## config.mk

```make
export PLATFORM = sky130hd
export DESIGN_NAME = pipe_hazard_ctrl_flat
export DESIGN_NICKNAME = d
export VERILOG_FILES = /design/src/rtl/pipe_hazard_ctrl_if.sv /design/src/rtl/pipe_hazard_ctrl.sv /design/src/flat_wrapper.sv
export SDC_FILE = /design/constraint.sdc
export NUM_CORES = 1
export LEC_CHECK = 0
export ABC_AREA = 1
export CAP_MARGIN = 25
export CORE_MARGIN = 8
export CORE_UTILIZATION = 32
export DETAILED_ROUTE_END_ITERATION = 8
export GPL_ROUTABILITY_DRIVEN = 0
export GPL_TIMING_DRIVEN = 0
export PLACE_DENSITY_LB_ADDON = 0.3
export SLEW_MARGIN = 15
export SYNTH_ARGS = -nofsm -noshare
export SYNTH_HDL_FRONTEND = slang
export SYNTH_SLANG_ARGS = --single-unit
```

## constraint.sdc

```tcl
create_clock -name clk -period 1.2 [get_ports clk]
set_input_delay 0.24 -clock clk [delete_from_list [all_inputs] [get_ports clk]]
set_output_delay 0.24 -clock clk [all_outputs]
set_load 0.05 [all_outputs]
```

## src/rtl/pipe_hazard_ctrl_if.sv

```systemverilog
// -----------------------------------------------------------------------------
// pipe_hazard_ctrl_if
// Groups the hazard-detection inputs and the pipeline control outputs of
// pipe_hazard_ctrl into one bundle.
//   master : pipeline side. It drives decode/execute/memory status and
//            receives the stall, flush, bubble and status outputs.
//   slave  : hazard controller side. It is the mirror of master.
// Signals:
//   id_rs1/id_rs2, id_uses_rs1/id_uses_rs2 : decode source registers and
//                                            whether each field is read
//   ex_rd, ex_is_load, ex_branch_taken     : execute-stage status
//   mem_req, mem_ready                     : data-memory handshake
//   fetch_stall, decode_stall, ex_stall    : pipeline register holds
//   decode_flush, ex_bubble                : squash controls
//   mem_wait, mem_err                      : memory-wait status and abort pulse
//   stall_count, flush_count               : performance counters
// -----------------------------------------------------------------------------
interface pipe_hazard_ctrl_if #(
   parameter int REG_AW = 3
);
   logic [REG_AW-1:0] id_rs1;
   logic [REG_AW-1:0] id_rs2;
   logic              id_uses_rs1;
   logic              id_uses_rs2;
   logic [REG_AW-1:0] ex_rd;
   logic              ex_is_load;
   logic              ex_branch_taken;
   logic              mem_req;
   logic              mem_ready;
   logic              fetch_stall;
   logic              decode_stall;
   logic              ex_stall;
   logic              decode_flush;
   logic              ex_bubble;
   logic              mem_wait;
   logic              mem_err;
   logic [15:0]       stall_count;
   logic [15:0]       flush_count;

   modport master (
      output id_rs1, id_rs2, id_uses_rs1, id_uses_rs2, ex_rd, ex_is_load,
             ex_branch_taken, mem_req, mem_ready,
      input  fetch_stall, decode_stall, ex_stall, decode_flush, ex_bubble,
             mem_wait, mem_err, stall_count, flush_count
   );

   modport slave (
      input  id_rs1, id_rs2, id_uses_rs1, id_uses_rs2, ex_rd, ex_is_load,
             ex_branch_taken, mem_req, mem_ready,
      output fetch_stall, decode_stall, ex_stall, decode_flush, ex_bubble,
             mem_wait, mem_err, stall_count, flush_count
   );
endinterface

```

## src/rtl/pipe_hazard_ctrl.sv

```systemverilog
// -----------------------------------------------------------------------------
// pipe_hazard_ctrl
// Pipeline sequencing controller for the 16-bit core. It generates the stall,
// flush and bubble controls for the fetch/decode/execute registers. It covers
// load-use hazards, taken branches, and multi-cycle data-memory waits with a
// timeout abort.
// Priority, highest first: memory wait, branch flush, load-use.
// Ports:
//   clk  : core clock
//   rst  : asynchronous active-high reset; it also forces the controls low
//   bus  : pipe_hazard_ctrl_if.slave (hazard inputs and control outputs)
// Parameters:
//   REG_AW      : register-specifier width
//   MEM_TIMEOUT : MEM_WAIT cycles tolerated before abort (1..255)
// Configuration:
//   PIPE_HAZARD_PERF_EN : when defined, stall_count and flush_count are built
//                         as saturating 16-bit counters. Otherwise both
//                         outputs are tied to zero.
// -----------------------------------------------------------------------------
module pipe_hazard_ctrl #(
   parameter int REG_AW      = 3,
   parameter int MEM_TIMEOUT = 15
) (
   input logic              clk,
   input logic              rst,
   pipe_hazard_ctrl_if.slave bus
);
   typedef enum logic [0:0] {
      ST_RUN      = 1'b0,
      ST_MEM_WAIT = 1'b1
   } state_e;

   localparam logic [7:0] TIMEOUT_CNT = 8'(MEM_TIMEOUT);

   state_e            state_q, state_d;
   logic [7:0]        wait_cnt_q, wait_cnt_d;
   logic              mem_err_q, mem_err_d;

   logic [REG_AW-1:0] rs1_s, rs2_s, rd_s;
   logic              load_use_s;
   logic              mem_start_s;
   logic              fetch_stall_s, decode_stall_s, ex_stall_s;
   logic              decode_flush_s, ex_bubble_s, mem_wait_s;

   assign rs1_s = bus.id_rs1;
   assign rs2_s = bus.id_rs2;
   assign rd_s  = bus.ex_rd;

   assign load_use_s  = bus.ex_is_load &
                        ((bus.id_uses_rs1 & (rs1_s == rd_s)) |
                         (bus.id_uses_rs2 & (rs2_s == rd_s)));
   assign mem_start_s = bus.mem_req & ~bus.mem_ready;

   // State register, wait counter and timeout pulse
   always_ff @(posedge clk or posedge rst) begin
      if (rst) begin
         state_q    <= ST_RUN;
         wait_cnt_q <= 8'd0;
         mem_err_q  <= 1'b0;
      end else begin
         state_q    <= state_d;
         wait_cnt_q <= wait_cnt_d;
         mem_err_q  <= mem_err_d;
      end
   end

   // Next-state logic: enter MEM_WAIT on an unfinished access and leave it
   // on completion or timeout
   always_comb begin
      state_d    = state_q;
      wait_cnt_d = wait_cnt_q;
      mem_err_d  = 1'b0;
      case (state_q)
         ST_RUN: begin
            if (mem_start_s) begin
               state_d    = ST_MEM_WAIT;
               wait_cnt_d = 8'd1;
            end else begin
               wait_cnt_d = 8'd0;
            end
         end
         ST_MEM_WAIT: begin
            if (bus.mem_ready) begin
               // A completion in the timeout cycle still counts as success.
               state_d    = ST_RUN;
               wait_cnt_d = 8'd0;
            end else if (wait_cnt_q >= TIMEOUT_CNT) begin
               state_d    = ST_RUN;
               wait_cnt_d = 8'd0;
               mem_err_d  = 1'b1;
            end else begin
               wait_cnt_d = (wait_cnt_q == 8'hFF) ? 8'hFF : wait_cnt_q + 8'd1;
            end
         end
         default: begin
            state_d    = ST_RUN;
            wait_cnt_d = 8'd0;
         end
      endcase
   end

   // Output logic: zero-latency controls from the current state and inputs
   always_comb begin
      fetch_stall_s  = 1'b0;
      decode_stall_s = 1'b0;
      ex_stall_s     = 1'b0;
      decode_flush_s = 1'b0;
      ex_bubble_s    = 1'b0;
      mem_wait_s     = 1'b0;
      if (rst) begin
         // The controls drop as soon as reset asserts, even mid-wait.
         fetch_stall_s = 1'b0;
      end else begin
         case (state_q)
            ST_RUN: begin
               if (mem_start_s) begin
                  fetch_stall_s  = 1'b1;
                  decode_stall_s = 1'b1;
                  ex_stall_s     = 1'b1;
               end else if (bus.ex_branch_taken) begin
                  // The dependent instruction is discarded, so no load-use stall.
                  decode_flush_s = 1'b1;
                  ex_bubble_s    = 1'b1;
               end else if (load_use_s) begin
                  fetch_stall_s  = 1'b1;
                  decode_stall_s = 1'b1;
                  ex_bubble_s    = 1'b1;
               end else begin
                  ex_bubble_s = 1'b0;
               end
            end
            ST_MEM_WAIT: begin
               // Execute is frozen, so branch/load-use are re-evaluated after
               // release. The timeout cycle itself is still a stalled cycle.
               if (bus.mem_ready) begin
                  mem_wait_s = 1'b0;
               end else begin
                  fetch_stall_s  = 1'b1;
                  decode_stall_s = 1'b1;
                  ex_stall_s     = 1'b1;
                  mem_wait_s     = 1'b1;
               end
            end
            default: begin
               mem_wait_s = 1'b0;
            end
         endcase
      end
   end

   assign bus.fetch_stall  = fetch_stall_s;
   assign bus.decode_stall = decode_stall_s;
   assign bus.ex_stall     = ex_stall_s;
   assign bus.decode_flush = decode_flush_s;
   assign bus.ex_bubble    = ex_bubble_s;
   assign bus.mem_wait     = mem_wait_s;
   assign bus.mem_err      = mem_err_q;

`ifdef PIPE_HAZARD_PERF_EN
   logic [15:0] stall_cnt_q, stall_cnt_d;
   logic [15:0] flush_cnt_q, flush_cnt_d;

   // Saturating performance counter increments
   always_comb begin
      stall_cnt_d = stall_cnt_q;
      flush_cnt_d = flush_cnt_q;
      if (fetch_stall_s && (stall_cnt_q != 16'hFFFF)) begin
         stall_cnt_d = stall_cnt_q + 16'd1;
      end else begin
         stall_cnt_d = stall_cnt_q;
      end
      if (decode_flush_s && (flush_cnt_q != 16'hFFFF)) begin
         flush_cnt_d = flush_cnt_q + 16'd1;
      end else begin
         flush_cnt_d = flush_cnt_q;
      end
   end

   // Performance counter registers
   always_ff @(posedge clk or posedge rst) begin
      if (rst) begin
         stall_cnt_q <= 16'd0;
         flush_cnt_q <= 16'd0;
      end else begin
         stall_cnt_q <= stall_cnt_d;
         flush_cnt_q <= flush_cnt_d;
      end
   end

   assign bus.stall_count = stall_cnt_q;
   assign bus.flush_count = flush_cnt_q;
`else
   assign bus.stall_count = 16'd0;
   assign bus.flush_count = 16'd0;
`endif

endmodule

```

## src/flat_wrapper.sv

```systemverilog
// flat-port wrapper written by rule: the top's interface ports become plain ports
module pipe_hazard_ctrl_flat 
#(
   parameter int REG_AW      = 3,
   parameter int MEM_TIMEOUT = 15
)
  (clk, rst, bus_id_rs1, bus_id_rs2, bus_id_uses_rs1, bus_id_uses_rs2, bus_ex_rd, bus_ex_is_load, bus_ex_branch_taken, bus_mem_req, bus_mem_ready, bus_fetch_stall, bus_decode_stall, bus_ex_stall, bus_decode_flush, bus_ex_bubble, bus_mem_wait, bus_mem_err, bus_stall_count, bus_flush_count);
  pipe_hazard_ctrl_if #(.REG_AW(REG_AW)) bus_i ();
  input logic clk;
  input logic rst;
  input wire logic [$bits(bus_i.id_rs1)-1:0] bus_id_rs1;
  input wire logic [$bits(bus_i.id_rs2)-1:0] bus_id_rs2;
  input wire logic [$bits(bus_i.id_uses_rs1)-1:0] bus_id_uses_rs1;
  input wire logic [$bits(bus_i.id_uses_rs2)-1:0] bus_id_uses_rs2;
  input wire logic [$bits(bus_i.ex_rd)-1:0] bus_ex_rd;
  input wire logic [$bits(bus_i.ex_is_load)-1:0] bus_ex_is_load;
  input wire logic [$bits(bus_i.ex_branch_taken)-1:0] bus_ex_branch_taken;
  input wire logic [$bits(bus_i.mem_req)-1:0] bus_mem_req;
  input wire logic [$bits(bus_i.mem_ready)-1:0] bus_mem_ready;
  output wire logic [$bits(bus_i.fetch_stall)-1:0] bus_fetch_stall;
  output wire logic [$bits(bus_i.decode_stall)-1:0] bus_decode_stall;
  output wire logic [$bits(bus_i.ex_stall)-1:0] bus_ex_stall;
  output wire logic [$bits(bus_i.decode_flush)-1:0] bus_decode_flush;
  output wire logic [$bits(bus_i.ex_bubble)-1:0] bus_ex_bubble;
  output wire logic [$bits(bus_i.mem_wait)-1:0] bus_mem_wait;
  output wire logic [$bits(bus_i.mem_err)-1:0] bus_mem_err;
  output wire logic [$bits(bus_i.stall_count)-1:0] bus_stall_count;
  output wire logic [$bits(bus_i.flush_count)-1:0] bus_flush_count;
  assign bus_i.id_rs1 = bus_id_rs1;
  assign bus_i.id_rs2 = bus_id_rs2;
  assign bus_i.id_uses_rs1 = bus_id_uses_rs1;
  assign bus_i.id_uses_rs2 = bus_id_uses_rs2;
  assign bus_i.ex_rd = bus_ex_rd;
  assign bus_i.ex_is_load = bus_ex_is_load;
  assign bus_i.ex_branch_taken = bus_ex_branch_taken;
  assign bus_i.mem_req = bus_mem_req;
  assign bus_i.mem_ready = bus_mem_ready;
  assign bus_fetch_stall = bus_i.fetch_stall;
  assign bus_decode_stall = bus_i.decode_stall;
  assign bus_ex_stall = bus_i.ex_stall;
  assign bus_decode_flush = bus_i.decode_flush;
  assign bus_ex_bubble = bus_i.ex_bubble;
  assign bus_mem_wait = bus_i.mem_wait;
  assign bus_mem_err = bus_i.mem_err;
  assign bus_stall_count = bus_i.stall_count;
  assign bus_flush_count = bus_i.flush_count;
  pipe_hazard_ctrl #(.REG_AW(REG_AW), .MEM_TIMEOUT(MEM_TIMEOUT)) u_core (.clk(clk), .rst(rst), .bus(bus_i));
endmodule
```

Word-level counts from Yosys, hierarchy flattened
Index checks and enable logic that the tools add are counted.
{ "word_totals": {"inputBits": 17, "reg_bits": 10, "wordCells": 45, "out_inout_bits": 39} }
{ "op_classes": {"n_addsub": 1, "n_mux": 30, "magnitude_cmp": 1, "n_eq_ne": 3, "bitwise_logic": 7} }
{ "ops": {"columns": ["cell", "count"], "rows": [
  ["2-to-1 mux 8 bit", 3],
  ["2-to-1 mux 1 bit", 23],
  ["one-hot mux 8 bit (2 select lines)", 1],
  ["adder 8 x 1 -> 8 bit, second input constant", 1],
  ["equality test 8 bit, second input constant", 1],
  [">= comparator 8 x 4 -> 1 bit, second input constant", 1],
  ["equality test 3 bit", 2],
  ["one-hot mux 1 bit (2 select lines)", 3],
  ["bitwise AND 1 bit", 4],
  ["NOT 1 bit", 2],
  ["bitwise OR 1 bit", 1]
]} }

Longest topological paths before layout
{ "logic_depth": {"ltp_word": 9, "depth_mapped": 9} }

Worst setup path after synthesis
Ideal clock, no wire load.
{ "synth_timing": {"path_type": "input-to-output", "startpoint": "input port bus_id_rs1[0]", "endpoint": "output port bus_fetch_stall", "path_buffers": 1, "slack_ps": -415, "stages": 9, "required_time_ps": 960, "t_arrival_ps": 1375, "cell_sequence": "inv_1 > nand2_1 > nand2_1 > nor2_1 > nand2_1 > nand2_1 > nand2_2 > o21ai_2 > buf_4"} }
{ "synth_between": {"elab_chain_len": 9} }
{ "synth_lines": {"columns": ["element", "line_no", "text"], "rows": [
  ["from (decl)", "flat_wrapper.sv:11", "input wire logic [$bits(bus_i.id_rs1)-1:0] bus_id_rs1;"],
  ["equality test 3 bit", "pipe_hazard_ctrl.sv:50", "((bus.id_uses_rs1 & (rs1_s == rd_s)) |"],
  ["bitwise AND 1 bit", "pipe_hazard_ctrl.sv:50", null],
  ["bitwise OR 1 bit", "pipe_hazard_ctrl.sv:50", null],
  ["bitwise AND 1 bit", "pipe_hazard_ctrl.sv:49", "assign load_use_s = bus.ex_is_load &"],
  ["2-to-1 mux 1 bit (3 in series)", null, null],
  ["one-hot mux 1 bit (2 select lines)", null, null],
  ["2-to-1 mux 1 bit", null, null],
  ["to (decl)", "flat_wrapper.sv:20", "output wire logic [$bits(bus_i.fetch_stall)-1:0] bus_fetch_stall;"]
]} }
No other way between the ends.

Worst setup path in the final report
{ "layout_timing": {"startpoint": "register u_core.state_q", "endpoint": "output port bus_fetch_stall"} }
{ "layout_between": {"elab_chain_len": 3} }
{ "layout_lines": {"columns": ["element", "line_no", "text"], "rows": [
  ["from (decl)", "pipe_hazard_ctrl.sv:35", "state_e state_q, state_d;"],
  ["from (signal assigned)", "pipe_hazard_ctrl.sv:61", "state_q <= state_d;"],
  ["NOT 1 bit", "pipe_hazard_ctrl.sv:114", "case (state_q)"],
  ["one-hot mux 1 bit (2 select lines) *", "pipe_hazard_ctrl.sv:114", null],
  ["2-to-1 mux 1 bit *", "pipe_hazard_ctrl.sv:110", "if (rst) begin"]
]} }
Mark *: on every way between the ends. The rest lies on a longest branch, timed or not.

==> results.yml <==
outcome:
  status: "finished with violations"
  violations: "negative setup slack"
cts:
  cts_sinks: 10
  insertion_delay_ps: 250
  clk_pin_slew_ps: 60
  cts_root_buffer: "clkbuf_4"
  cts_tree: "built"
  htree_levels: 1
  cts_buffers: 3
  holdBufCountCts: 0
  clock_path_buffers: 2
sta:
  max_freq_mhz: 652.2
  fin_ws_ps: -333.2
  period_minus_slack_ps: 1533
  setup_violations: 6
  skew_ps: 0.7092
  tns_ps: -1586
  fin_crit_sh_pct: 127.8
  drv_slew: 0
  rsz0062_at_grt: "yes"
  hold_violations: 0
final_layout:
  finalInstanceArea_um2: 1368
  final_common_cell: "buf_4"
  fillers: 256
  seq_area_um2: 250.2
  drive_gt1_share_pct: 42.02
  final_cell_mix: "buf_4 (38), conb_1 (36), nand2_1 (20)"
  synthToLayoutAreaGrowth_pct: 61.93
  multi_input_area_um2: 465.4
  n_antenna_cell: 0
  final_net_count: 208
  stdcell_count: 218
place:
  pre_cts_slack_ps: -1363
  post-dp-hpwl_um: 1680
  post_dp_cell_area_um2: 1280
  placement.io_buffers: 23
  dp.cells: 210
synth:
  syn_inst: 122
  ys_ff_latch: 10
  synth.distinct_cells: 17
  yosysWarnings: 0
  syn_area_per_cell_um2: 6.923
  ys_seq_area_share_pct: 29.63
  yosysTopAreaCell: "dfrtp_1"
  synth_top_area_share_pct: 29.63
  synthTopCellsByArea: "dfrtp_1 (30%), buf_4 (29%), nand2_1 (11%)"
  syn_area_um2: 844.6
route:
  drtIter0Drc: 9
  vias: 784
  vias_per_cell: 3.596
  drt_wl_total_um: 1884
  ant_nets: 0
  dr.pass1.iters: 2
  post_drt_wl_per_cell_um: 8.642
  drc_errors: 0
worst_setup_path:
  cpPeakStageDelay_ps: 400
  worst-path-buf-inv: 3
  criticalPathCategory: "flip-flop to output port"
  rrSetupSlack_ps: 0
  crit_chain: "inv_2 > nor2_4 > o21ai_4 > o21ai_4 > buf_6 > buf_8"
  cp-end-kind: "output port"
  cp.required_ps: 960
  critPathArrivalTime_ps: 1290
  cp_top_family: "flip-flops"
  cpMostUsedCell: "o21ai_4"
  crit_slowest_cell: "dfrtp_1"
  critPathMaxFanout: 3
  start_kind: "flip-flop"
grt:
  antenna_found_initial: 0
  grt_max_degree: 11
  grt-ovfl-total: 0
  grt_pass1_wl_um: 3174
  grtUsageTotal_pct: 8.641
  grt_pass1_vias: 804
die:
  placementRows: 18
  chipWidth_um: 67.38
  core_um2: 2500
  fp.dieH_um: 67.38
  dieArea_um2: 4539
  initial_core_util_pct: 33.78
  ios: 56
power_and_ir_drop:
  leakage_uw: 0.0008331
  peakVddDrop_v: 0.0004244
  p_per_area_nw_per_um2: 816.2
  power_uw: 1116
min_path:
  hold_class: "primary input to async pin"
run:
  cap_viol_max_count: 0
[synthesized netlist by cell type]
library cell   n
buf_4         33
o21bai_1       1
o21ai_2        1
xnor2_1        2
nand2_2        2
a21oi_2        1
ha_1           1
o21ai_0        2
nand3_1        4
nand2_1       25
dfrtp_1       10
nor2_1        15
nor3_1         1
a21oi_1        1
inv_1         21
conb_1         1
nor2_2         1
[per-stage QoR]
step	util (%)	hold slack, ps
6_report	54.70	244.0
3_5_place_dp	51.20	574.1
4_1_cts	53.85	228.6
3_3_place_gp	51.20	559.6
5_1_grt	54.70	253.1
2_1_floorplan	-	86.99
[routing by layer]
layer | global-route usage, % | vias to the layer above | share of wire (%)
li1 | - | 425 | -
met3 | 2.815 | 2 | 11
met1 | 7.315 | 323 | 32
met2 | 17.44 | 34 | 56
met5 | 0 | - | 0
met4 | 4.178 | 0 | 0.90
[power breakdown]
part	internal (uW)	switching [uW]	total [uW]
Clock	115	98.1	213
Sequential	350	5.94	356
Combinational	174	374	548
Total	639	478	1120
[cell families (layout without fill, tap and decap cells)]
group                    count (synthesis)  count (layout)  synth area share [%]
other                                    1              36                0.4440
XOR/XNOR                                 2               2                 2.074
AND/OR/NAND/NOR                         48              48                 22.96
buffers and inverters                   54              85                 38.67
AO/OA/AOI/OAI                            6               6                 4.741
flip-flops                              10              10                 29.63
adder cells (fa/ha/maj)                  1               1                 1.481
[sequential cells by signal, summed over array words and instances, names as in the netlist]
signal	cells
u_core.state_q	1
u_core.wait_cnt_q	8
u_core.bus.mem_err	1
[worst paths after layout]
| check | startpoint | endpoint | cells past startpoint |
|---|---|---|---|
| setup / recovery | u_core.state_q | bus_fetch_stall | 6 |
| hold / removal | rst | u_core.bus.mem_err | 3 |
| setup reg to reg | u_core.wait_cnt_q[1] | u_core.wait_cnt_q[3] | 7 |
| hold reg to reg | u_core.wait_cnt_q[0] | u_core.wait_cnt_q[0] | 3 |
| max in group asynchronous | rst | u_core.wait_cnt_q[5] | 3 |
| min in group clk | bus_mem_ready | u_core.bus.mem_err | 4 |
[cell type report]
| type | instances | share of cell area, % |
|---|---|---|
| buffer | 33 | 18.39 |
| clock buffer | 3 | 1.647 |
| inverter | 21 | 6.587 |
| multi-input combinational | 93 | 34.03 |
| sequential | 10 | 18.30 |
| tap | 30 | 2.745 |
| timing repair buffer | 28 | 18.30 |
[worst register-to-register path, delay by kind of cell, from the launching register on]
kind	cells	cell delay, ps
and+or+nand+nor	3	280
DFF	1	390
AOI/OAI and AO/OA	1	170
buffers and inverters	2	110
adders and majority gates	1	200
[timing repair]
action,in CTS,in global routing
setup buffers,4,1
gates resized for setup,84,9
endpoints found under the setup margin,9,9
pin swaps,14,8
No activity file was read; power rests on OpenSTA's default activity.
